### src/rtl/hidden_cpu_core.sv
// hidden_cpu_core
//   Register CPU core fed one instruction per clock directly from the host (no fetch).
//   Holds an NREGS x DW register file, a DW-bit pc, carry/borrow flags, an output
//   select bit and a RUN/HALT state. All state updates on the rising edge of clk.
//
// Ports
//   clk          clock
//   rst          synchronous, active-high reset
//   instrValid   -> instr_valid: execute instr this cycle when 1 (ignored in HALT)
//   instr        {op[2:0], rd[AW-1:0], rs[AW-1:0]}
//   out_data     out_sel ? r[NREGS-1] : pc
//   pc_o         current pc
//   carry_o      carry flag (set by ADD)
//   borrow_o     borrow flag (set by SUB)
//   halted       core is in HALT
module hidden_cpu_core #(
  parameter int DW    = 8,
  parameter int NREGS = 4,
  localparam int AW   = $clog2(NREGS),
  localparam int IW   = 3 + 2*AW
) (
  input  logic          clk,
  input  logic          rst,
  input  logic          instr_valid,
  input  logic [IW-1:0] instr,
  output logic [DW-1:0] out_data,
  output logic [DW-1:0] pc_o,
  output logic          carry_o,
  output logic          borrow_o,
  output logic          halted
);

  localparam logic [2:0] OP_ADD = 3'b000;
  localparam logic [2:0] OP_SUB = 3'b001;
  localparam logic [2:0] OP_AND = 3'b010;
  localparam logic [2:0] OP_XOR = 3'b011;
  localparam logic [2:0] OP_MOV = 3'b100;
  localparam logic [2:0] OP_BR  = 3'b101;
  localparam logic [2:0] OP_TOG = 3'b110;
  localparam logic [2:0] OP_HLT = 3'b111;

  typedef enum logic {sRun = 1'b0, sHalt = 1'b1} state_t;

  state_t                        state;
  logic [NREGS-1:0][DW-1:0]      regFile;
  logic [DW-1:0]                 pc;
  logic                          carry;
  logic                          borrow;
  logic                          outSel;

  // Instruction fields
  logic [2:0]    op;
  logic [AW-1:0] rd;
  logic [AW-1:0] rs;
  assign op = instr[IW-1 -: 3];
  assign rd = instr[2*AW-1 -: AW];
  assign rs = instr[AW-1:0];

  // Operands are the pre-edge register values; rd==rs simply reads the same entry twice.
  logic [DW-1:0] rdVal;
  logic [DW-1:0] rsVal;
  logic [DW:0]   sum;
  logic [DW-1:0] diff;
  logic [DW-1:0] pcInc;
  logic [DW-1:0] brTarget;
  logic          brTaken;

  assign rdVal    = regFile[rd];
  assign rsVal    = regFile[rs];
  assign sum      = {1'b0, rdVal} + {1'b0, rsVal};
  assign diff     = rdVal - rsVal;
  assign pcInc    = pc + 1'b1;
  // Branch offset is the last register; a zero offset makes a legal spin loop.
  assign brTarget = pc + regFile[NREGS-1];

  always_comb begin
    brTaken = 1'b0;
    case (rs[1:0])
      2'b00:   brTaken = 1'b1;
      2'b01:   brTaken = carry;
      2'b10:   brTaken = borrow;
      default: brTaken = 1'b0;
    endcase
  end

  always_ff @(posedge clk) begin
    if (rst) begin
      state  <= sRun;
      pc     <= '0;
      carry  <= 1'b0;
      borrow <= 1'b0;
      outSel <= 1'b0;
      for (int i = 0; i < NREGS; i++) regFile[i] <= DW'(i);
    end else if (state == sRun && instr_valid) begin
      case (op)
        OP_ADD: begin
          regFile[rd] <= sum[DW-1:0];
          carry       <= sum[DW];
          pc          <= pcInc;
        end
        OP_SUB: begin
          regFile[rd] <= diff;
          borrow      <= (rsVal > rdVal);
          pc          <= pcInc;
        end
        OP_AND: begin
          regFile[rd] <= rdVal & rsVal;
          pc          <= pcInc;
        end
        OP_XOR: begin
          regFile[rd] <= rdVal ^ rsVal;
          pc          <= pcInc;
        end
        OP_MOV: begin
          regFile[rd] <= rsVal;
          pc          <= pcInc;
        end
        OP_BR: begin
          pc <= brTaken ? brTarget : pcInc;
        end
        OP_TOG: begin
          outSel <= ~outSel;
          pc     <= pcInc;
        end
        OP_HLT: begin
          // pc, registers and flags freeze from here until reset
          state <= sHalt;
        end
        default: ;
      endcase
    end
  end

  assign out_data = outSel ? regFile[NREGS-1] : pc;
  assign pc_o     = pc;
  assign carry_o  = carry;
  assign borrow_o = borrow;
  assign halted   = (state == sHalt);

endmodule
### config.mk
export PLATFORM = sky130hd
export DESIGN_NAME = hidden_cpu_core
export DESIGN_NICKNAME = d
export VERILOG_FILES = /design/src/rtl/hidden_cpu_core.sv
export SDC_FILE = /design/constraint.sdc
export NUM_CORES = 1
export LEC_CHECK = 0
export CAP_MARGIN = 20
export CORE_ASPECT_RATIO = 0.8
export CORE_MARGIN = 3
export CORE_UTILIZATION = 35
export CTS_CLUSTER_DIAMETER = 40
export DETAILED_ROUTE_END_ITERATION = 8
export GPL_ROUTABILITY_DRIVEN = 0
export PLACE_DENSITY = 0.56
export SLEW_MARGIN = 20
export SYNTH_ARGS = -nofsm -noshare
export SYNTH_HDL_FRONTEND = slang
export SYNTH_SLANG_ARGS = --single-unit
### constraint.sdc
create_clock -name clk -period 6.2 [get_ports clk]
set_input_delay 0.93 -clock clk [delete_from_list [all_inputs] [get_ports clk]]
set_output_delay 0.93 -clock clk [all_outputs]
set_load 0.01 [all_outputs]
; Yosys cells after proc, flatten, opt, wreduce, memory -nomap -nowiden
; Index checks and enable logic that the tools add are counted.
; W data, S select, Z words.
[word_totals]
ff_bits = 44
latchBits = 0
ramBits = 0
rom_bits = 0
input_bits = 10
out_inout_bits = 19
wordCells = 59
n_memories = 0
[op_classes]
addsub = 4
multipliers = 0
div = 0
magnitude_cmp = 4
eq_ne = 9
n_shift = 0
muxes = 16
bitwise_logic = 4
n_reduce_logical = 13
[ops]
columns = operator, n
row1 = $bwmux W32, 5
row2 = $pmux W32 S5, 1
row3 = $mux W8, 5
row4 = $bmux W8 S2, 2
row5 = $demux W8 S2, 1
row6 = $pmux W8 S2, 1
row7 = $eq A3 B3 Y1 const B, 4
row8 = $reduce_and A2 Y1, 6
row9 = $add A8 B8 Y9, 1
row10 = $add A8 B1 Y8 const B, 1
row11 = $add A8 B8 Y8, 1
row12 = $and A8 B8 Y8, 1
row13 = $gt A8 B8 Y1, 1
row14 = $sub A8 B8 Y8, 1
row15 = $xor A8 B8 Y8, 1
row16 = $eq A3 B2 Y1 const B, 2
row17 = $lt A2 B3 Y1 const B, 2
row18 = $reduce_or A6 Y1, 1
row19 = $reduce_bool A5 Y1, 1
row20 = $eq A3 B1 Y1 const B, 1
row21 = $logic_not A3 Y1, 1
row22 = $pmux W1 S3, 1
row23 = $eq A2 B1 Y1 const B, 1
row24 = $eq A2 B2 Y1 const B, 1
row25 = other kinds (5), 7

; Logic depth before layout (Yosys ltp)
; Gate-level depths: netlist of the first run.
[depth]
depth_word = 6
depth_mapped = 11
mapped_depth_nobuf = 10

; Least setup slack after synthesis of the first run
; OpenSTA, ideal clock, no wires.
[synth_path]
kind = input to register
start = input port instr[1]
end = register (tool-made name)
setup_time_ns = 0.119
arrival_ns = 3.488
required_time_ns = 6.081
slack_ns = 2.593
path_stages = 10
n_path_buf = 1
cell_sequence = buf_6 > mux4_1 > ha_1 > fa_1 > nand2b_1 > a21oi_1 > a221oi_1 > mux2i_1 > nand2_1 > o221a_2
[synth_lines]
columns = element, line_no
row1 = "start, declared", 25  ; input logic [IW-1:0] instr,

==> results of run 1 <==
==> placed cells by master, fill, tap and decap left out, drive strengths merged, types with 16 or more instances in the layout <==
master / instances
o21ai: 41
nor2: 50
inv: 25
a21oi: 46
nor3: 19
mux4: 16
nand2: 40
clkdlybuf4s50: 28
dfxtp: 44
ha: 25
==> logic make-up (layout without fill, tap and decap cells) <==
logic type,after synthesis,count (layout),synth area share (%)
multiplexers,28,28,11.7
buffers and inverters,63,65,6.59
flip-flops,44,44,20.3
AND/OR/NAND/NOR,188,188,21.6
XOR/XNOR,9,9,1.81
adder cells (fa/ha/maj),28,28,8.58
AO/OA/AOI/OAI,187,187,29.5
==> Yosys cell counts (5+ instances only) <==
cell type / count / area [µm²]
nor3b_1: 5 / 37.5
mux2_2: 6 / 67.6
dfxtp_1: 44 / 881
xnor2_1: 6 / 52.6
o21a_1: 5 / 37.5
o21ai_0: 37 / 185
a31oi_1: 13 / 81.3
o211ai_1: 5 / 37.5
nor2b_1: 15 / 93.8
a311oi_1: 6 / 52.6
mux2i_1: 6 / 60.1
nand2b_1: 13 / 81.3
mux4_2: 11 / 248
a211oi_1: 13 / 97.6
nand2_1: 39 / 146
nor4_1: 5 / 31.3
clkbuf_1: 17 / 63.8
mux4_1: 5 / 131
inv_1: 25 / 93.8
nor2_1: 49 / 184
buf_2: 15 / 75.1
and3_1: 9 / 56.3
o221ai_1: 7 / 61.3
nor3_1: 19 / 95.1
ha_1: 25 / 313
a21oi_1: 46 / 230
a22oi_1: 5 / 37.5
nand3_1: 12 / 60.1
==> layout make-up <==
type                       instances  area [µm²]
clock inverter                     2        38.8
tap                              148         185
multi-input combinational        440        3180
sequential                        44         881
inverter                          25        93.8
clock buffer                       6         139
timing repair buffer              32         310
fill                            1208        7000
==> per-layer routing <==
| layer | wire length, µm | vias to the layer above |
|---|---|---|
| li1 | - | 2073 |
| met1 | 6770 | 2125 |
| met2 | 6230 | 220 |
| met3 | 1270 | 25 |
| met4 | 314 | 0 |
| met5 | 0 | - |
==> where the power goes <==
group          switching, mW  internal, mW
Combinational          0.187         0.118
Clock                  0.123         0.202
Sequential            0.0196         0.297
Total                  0.330         0.617
==> critical path: stages <==
cell and delay [ns]:
clkdlybuf4s50_1 0.81, mux4_1 0.70, ha_1 0.28, fa_1 0.45, nand2b_1 0.11, a21oi_1 0.13, a221oi_1 0.48, mux2i_1 0.42
nand2_1 0.09, o221a_2 0.24
==> path summary, 6_finish.rpt <==
| check | to | slack (ns) | from | cells past startpoint |
|---|---|---|---|---|
| hold reg to reg | flip-flop | 0.47 | flip-flop | 2 |
| setup / recovery | flip-flop | 1.73 | instr[1] | 10 |
| hold / removal | flip-flop | 0.47 | flip-flop | 2 |
| setup reg to reg | flip-flop | 2.95 | regFile[24] | 9 |
==> results by group, run 1 <==
Outcome
  – Status: completed

Synthesis
  – Number of synthesized register bits: 44
  – Sequential-to-total area share from yosys stat: 20.3%
  – Ys async rst share: 0%
  – Most used DFF post-synth: dfxtp_1
  – Synth Instances: 547
  – YS warnings: 0
  – Cell area after synthesis: 4350 µm²
  – Synth cell types: 76
  – Post-Syn Nets: 585
  – Avg Cell Area, Syn: 7.94 µm²
  – Post-synth EDFFs: 0

Timing
  – Clock Skew: 0.00678 ns
  – Measured slew at the worst slew-check pin: 0.918 ns
  – Final setup fails: 0
  – Final Max Tran Viols: 0
  – Min Tclk post-route: 4.47 ns
  – Worst hold margin: 0.473 ns
  – TNS Setup: 0 ns
  – Final Hold Fails: 0
  – Final period util: 72.0%
  – RSZ-0062 raised after global routing: no
  – Setup slack after layout: 1.73 ns
  – Slew HR: 38.7%
  – Peak Freq: 224 MHz

Worst setup path
  – Critical Path AT: 4.66 ns
  – Worst setup EP type: flip-flop
  – Kind of critical path: in -> reg
  – Top fanout value on the critical path: 10
  – Startpoint types: primary input
  – Worst path required time: 6.39 ns

CTS
  – Clock-pin slew on the worst setup and hold paths: 0.07 ns
  – Root Buffer: clkbuf_16
  – Clk Latency, worst-skew pair: 0.30 ns
  – CTS tree: built
  – H-Tree Depth: 2
  – CTS buffer count: 5
  – CTS Hold Bufs: 0
  – Clock Sink Count: 44
  – CTS resizes: 0
  – Postcts setup bufs: 0
  – Clk buf depth: 2

Layout
  – Final Net Count: 586
  – Share of cells above drive strength 1: 8.01%
  – Non-Filler Instances: 697
  – Synth-to-layout area growth: 11.1%
  – Antenna diode count: 0
  – Post-route cell area: 4830 µm²
  – Final Util: 40.8%

Power
  – Peak supply drop: 0.000134 V
  – Power Density: 196 nW/µm²
  – Tot Pwr: 0.947 mW
  – Leak Pwr: 1.77 nW

Place
  – Cells after DPL: 689
  – Pre-CTS WS: 1.48 ns
  – DP Area: 4650 µm²
  – Hpwl dp: 11.0 mm
  – PortBufs: 28

Routing
  – Routed vias/inst: 6.37
  – DRC Markers: 0
  – Number of routed nets with antenna violations: 0
  – Vias: 4,443
  – Routed WL: 14.6 mm
  – 1st-iter DRT viols: 446
  – Routed len/inst: 20.9 µm
  – Pre-Repair DR Iteration Count: 6

Global routing
  – Met1 Usage GRT: 31.8%
  – GRT Overall Usage: 21.7%
  – Largest net degree at the start of global routing: 49
  – Initial antenna violation count: 0
  – Met2 global-route usage: 31.7%
  – Met3 GRT Util: 4.41%
  – Gr busiest metal: met1
  – GRT Residual Overflow: 0
  – First-pass GRT wire length: 23.5 mm
  – Vias in the first global route: 4,302

Floorplanning
  – Die H: 106 µm
  – Core area: 11,800 µm²
  – Die Area: 13,800 µm²
  – Row cnt: 35
  – Starting Density: 36.8%
  – Die width: 131 µm
  – Io pins: 29

Job
  – Max Cap Violations: 0

Min path
  – Worst Hold Class: reg -> reg
Note: power is estimated with default switching activity, not from simulation.
==> inputs of run 2 (changes only) <==
- clock period: 6.2 -> 4.5 ns (I/O delays scaled with it)
==> results by group, run 2 (synthesis results as in run 1) <==
Layout
  – Antenna diode count: 0 (unchanged)
  – Share of cells above drive strength 1: 9.34% (+1.3 points)
  – Final Net Count: 595 (+1.5%)
  – Commonest non-fill, non-tap cells in the layout: nor2_1 (49), a21oi_1 (46), dfxtp_1 (44)
  – Synth-to-layout area growth: 11.7%
  – Final Util: 41.0% (+0.23 points)
  – Commonest non-fill, non-tap cell in the layout: nor2_1
  – Fillers: 1,223 (+1.2%)

Routing
  – DRC Markers: 0 (unchanged)
  – 1st-iter DRT viols: 573 (+28%)
  – Vias: 4,560 (+2.6%)
  – Routed WL: 15.0 mm (+2.6%)
  – Pre-Repair DR Iteration Count: 4 (-2)
  – Routed vias/inst: 6.47 (+1.5%)
  – Routed len/inst: 21.2 µm (+1.5%)
  – Number of routed nets with antenna violations: 0 (unchanged)

Timing
  – Measured slew at the worst slew-check pin: 0.843 ns (-0.0747 ns)
  – Final period util: 88.0%
  – Final Max Tran Viols: 0 (unchanged)
  – TNS Setup: 0 ns (unchanged)
  – RSZ-0062 raised after global routing: no
  – Final setup fails: 0 (unchanged)
  – Final Hold Fails: 0 (unchanged)
  – Min Tclk post-route: 3.96 ns
  – Setup slack after layout: 0.539 ns (-1.19 ns)
  – Peak Freq: 252 MHz
  – Clock Skew: 0.00808 ns (+0.00130 ns)
  – Slew HR: 43.7% (+5.0 points)
  – Worst hold margin: 0.482 ns (+0.00954 ns)

Global routing
  – GRT Residual Overflow: 0 (unchanged)
  – Vias in the first global route: 4,298 (-0.093%)
  – Initial antenna violation count: 0 (unchanged)
  – GRT Overall Usage: 22.2% (+0.48 points)
  – Largest net degree at the start of global routing: 19 (-61%)
  – First-pass GRT wire length: 24.1 mm (+2.5%)

Floorplanning
  – Io pins: 29 (unchanged)
  – Die H: 106 µm (unchanged)
  – Die Area: 13,800 µm² (unchanged)
  – Row cnt: 35 (unchanged)
  – Starting Density: 36.8% (unchanged)
  – Core area: 11,800 µm² (unchanged)
  – Die width: 131 µm (unchanged)

Min path
  – Worst Hold Class: reg -> reg
  – WHS Path Cells: 2 (unchanged)

CTS
  – Postcts setup bufs: 0 (unchanged)
  – Clock Sink Count: 44 (unchanged)
  – CTS resizes: 0 (unchanged)
  – Clk buf depth: 2 (unchanged)
  – Root Buffer: clkbuf_16
  – CTS Hold Bufs: 0 (unchanged)
  – CTS tree: built
  – Clock-pin slew on the worst setup and hold paths: 0.07 ns (about the same)
  – Clk Latency, worst-skew pair: 0.29 ns (about the same)
  – CTS buffer count: 5 (unchanged)
  – H-Tree Depth: 2 (unchanged)

Power
  – Clock group share of total power: 29.6% (-4.7 points)
  – Switching Share: 36.7% (+1.8 points)
  – Power Density: 253 nW/µm² (+29%)
  – Comb pwr share: 34.9% (+2.6 points)
  – Psw: 0.450 mW (+36%)
  – Tot Pwr: 1.23 mW (+30%)
  – Sequential power share: 35.6% (+2.2 points)
  – Int Power: 0.778 mW (+26%)
  – Peak supply drop: 0.000155 V (+16%)
  – Leak Pwr: 1.79 nW (+1.3%)

Worst setup path
  – Worst path required time: 4.69 ns (-1.70 ns)
  – Critical Path AT: 4.15 ns (-0.51 ns)
  – Kind of critical path: in -> reg
  – Top fanout value on the critical path: 9 (-1)
  – Worst reg2reg path depth: 9 (unchanged)
  – Worst setup EP type: flip-flop
  – Startpoint types: primary input

Job
  – Max Cap Violations: 0 (unchanged)

Place
  – PortBufs: 28 (unchanged)
  – Hpwl dp: 11.7 mm (+6.0%)
  – Pre-CTS WS: 0.296 ns (-1.18 ns)

Outcome
  – Status: completed
run 2: cell types whose count changed in the layout (fill, tap and decap cells not counted), sizes merged:
cell      delta
buf          +9
bufinv       -1
clkbuf       -1
clkinvlp     +1
run 2: final timing paths:
check / from / endpoint / slack [ns]
setup / recovery: instr[2] / flip-flop / 0.54
hold / removal: flip-flop / flip-flop / 0.48
setup reg to reg: regFile[24] / flip-flop / 1.16
hold reg to reg: flip-flop / flip-flop / 0.48
run 2: through the flow:
stage          cells  area [µm²]
6_report         705        4850
5_1_grt          705        4850
4_1_cts          705        4850
3_5_place_dp     698        4720
3_3_place_gp     698        4720
2_1_floorplan    547        4350
run 2: layout make-up:
class / count / area [µm²] / share of cell area [%]
timing repair buffer: 41 / 378 / 7.79
clock buffer: 5 / 125 / 2.58
clock inverter: 2 / 12.5 / 0.258
sequential: 44 / 881 / 18.1
multi-input combinational: 440 / 3180 / 65.5
inverter: 25 / 93.8 / 1.93
tap: 148 / 185 / 3.82
run 2: per-layer routing:
| metal | wire, µm | vias up | GRT usage [%] | share of wire [%] |
|---|---|---|---|---|
| met5 | 0 | - | 0 | 0 |
| met4 | 254 | 0 | 4.55 | 1.7 |
| met3 | 1480 | 25 | 4.31 | 9.9 |
| met2 | 6330 | 259 | 31.5 | 42 |
| met1 | 6910 | 2181 | 34.4 | 46 |
| li1 | - | 2095 | - | - |
run 2: power groups by stage:
stage                     registers (mW)  clock network (mW)  logic (mW)
after floorplan                    0.434                   0       0.302
after global placement             0.444                   0       0.415
after detailed placement           0.444                   0       0.418
after CTS                          0.435               0.372       0.420
after global routing               0.438               0.386       0.471
final                              0.437               0.363       0.428
run 2: worst max-delay path, stage by stage:
cell	delay [ns]
clkdlybuf4s50_1	0.81
mux4_2	0.40
ha_1	0.24
fa_1	0.45
nand2b_1	0.13
a21oi_1	0.13
a221oi_1	0.53
mux2i_1	0.41
nand2_1	0.11
o221a_2	0.25
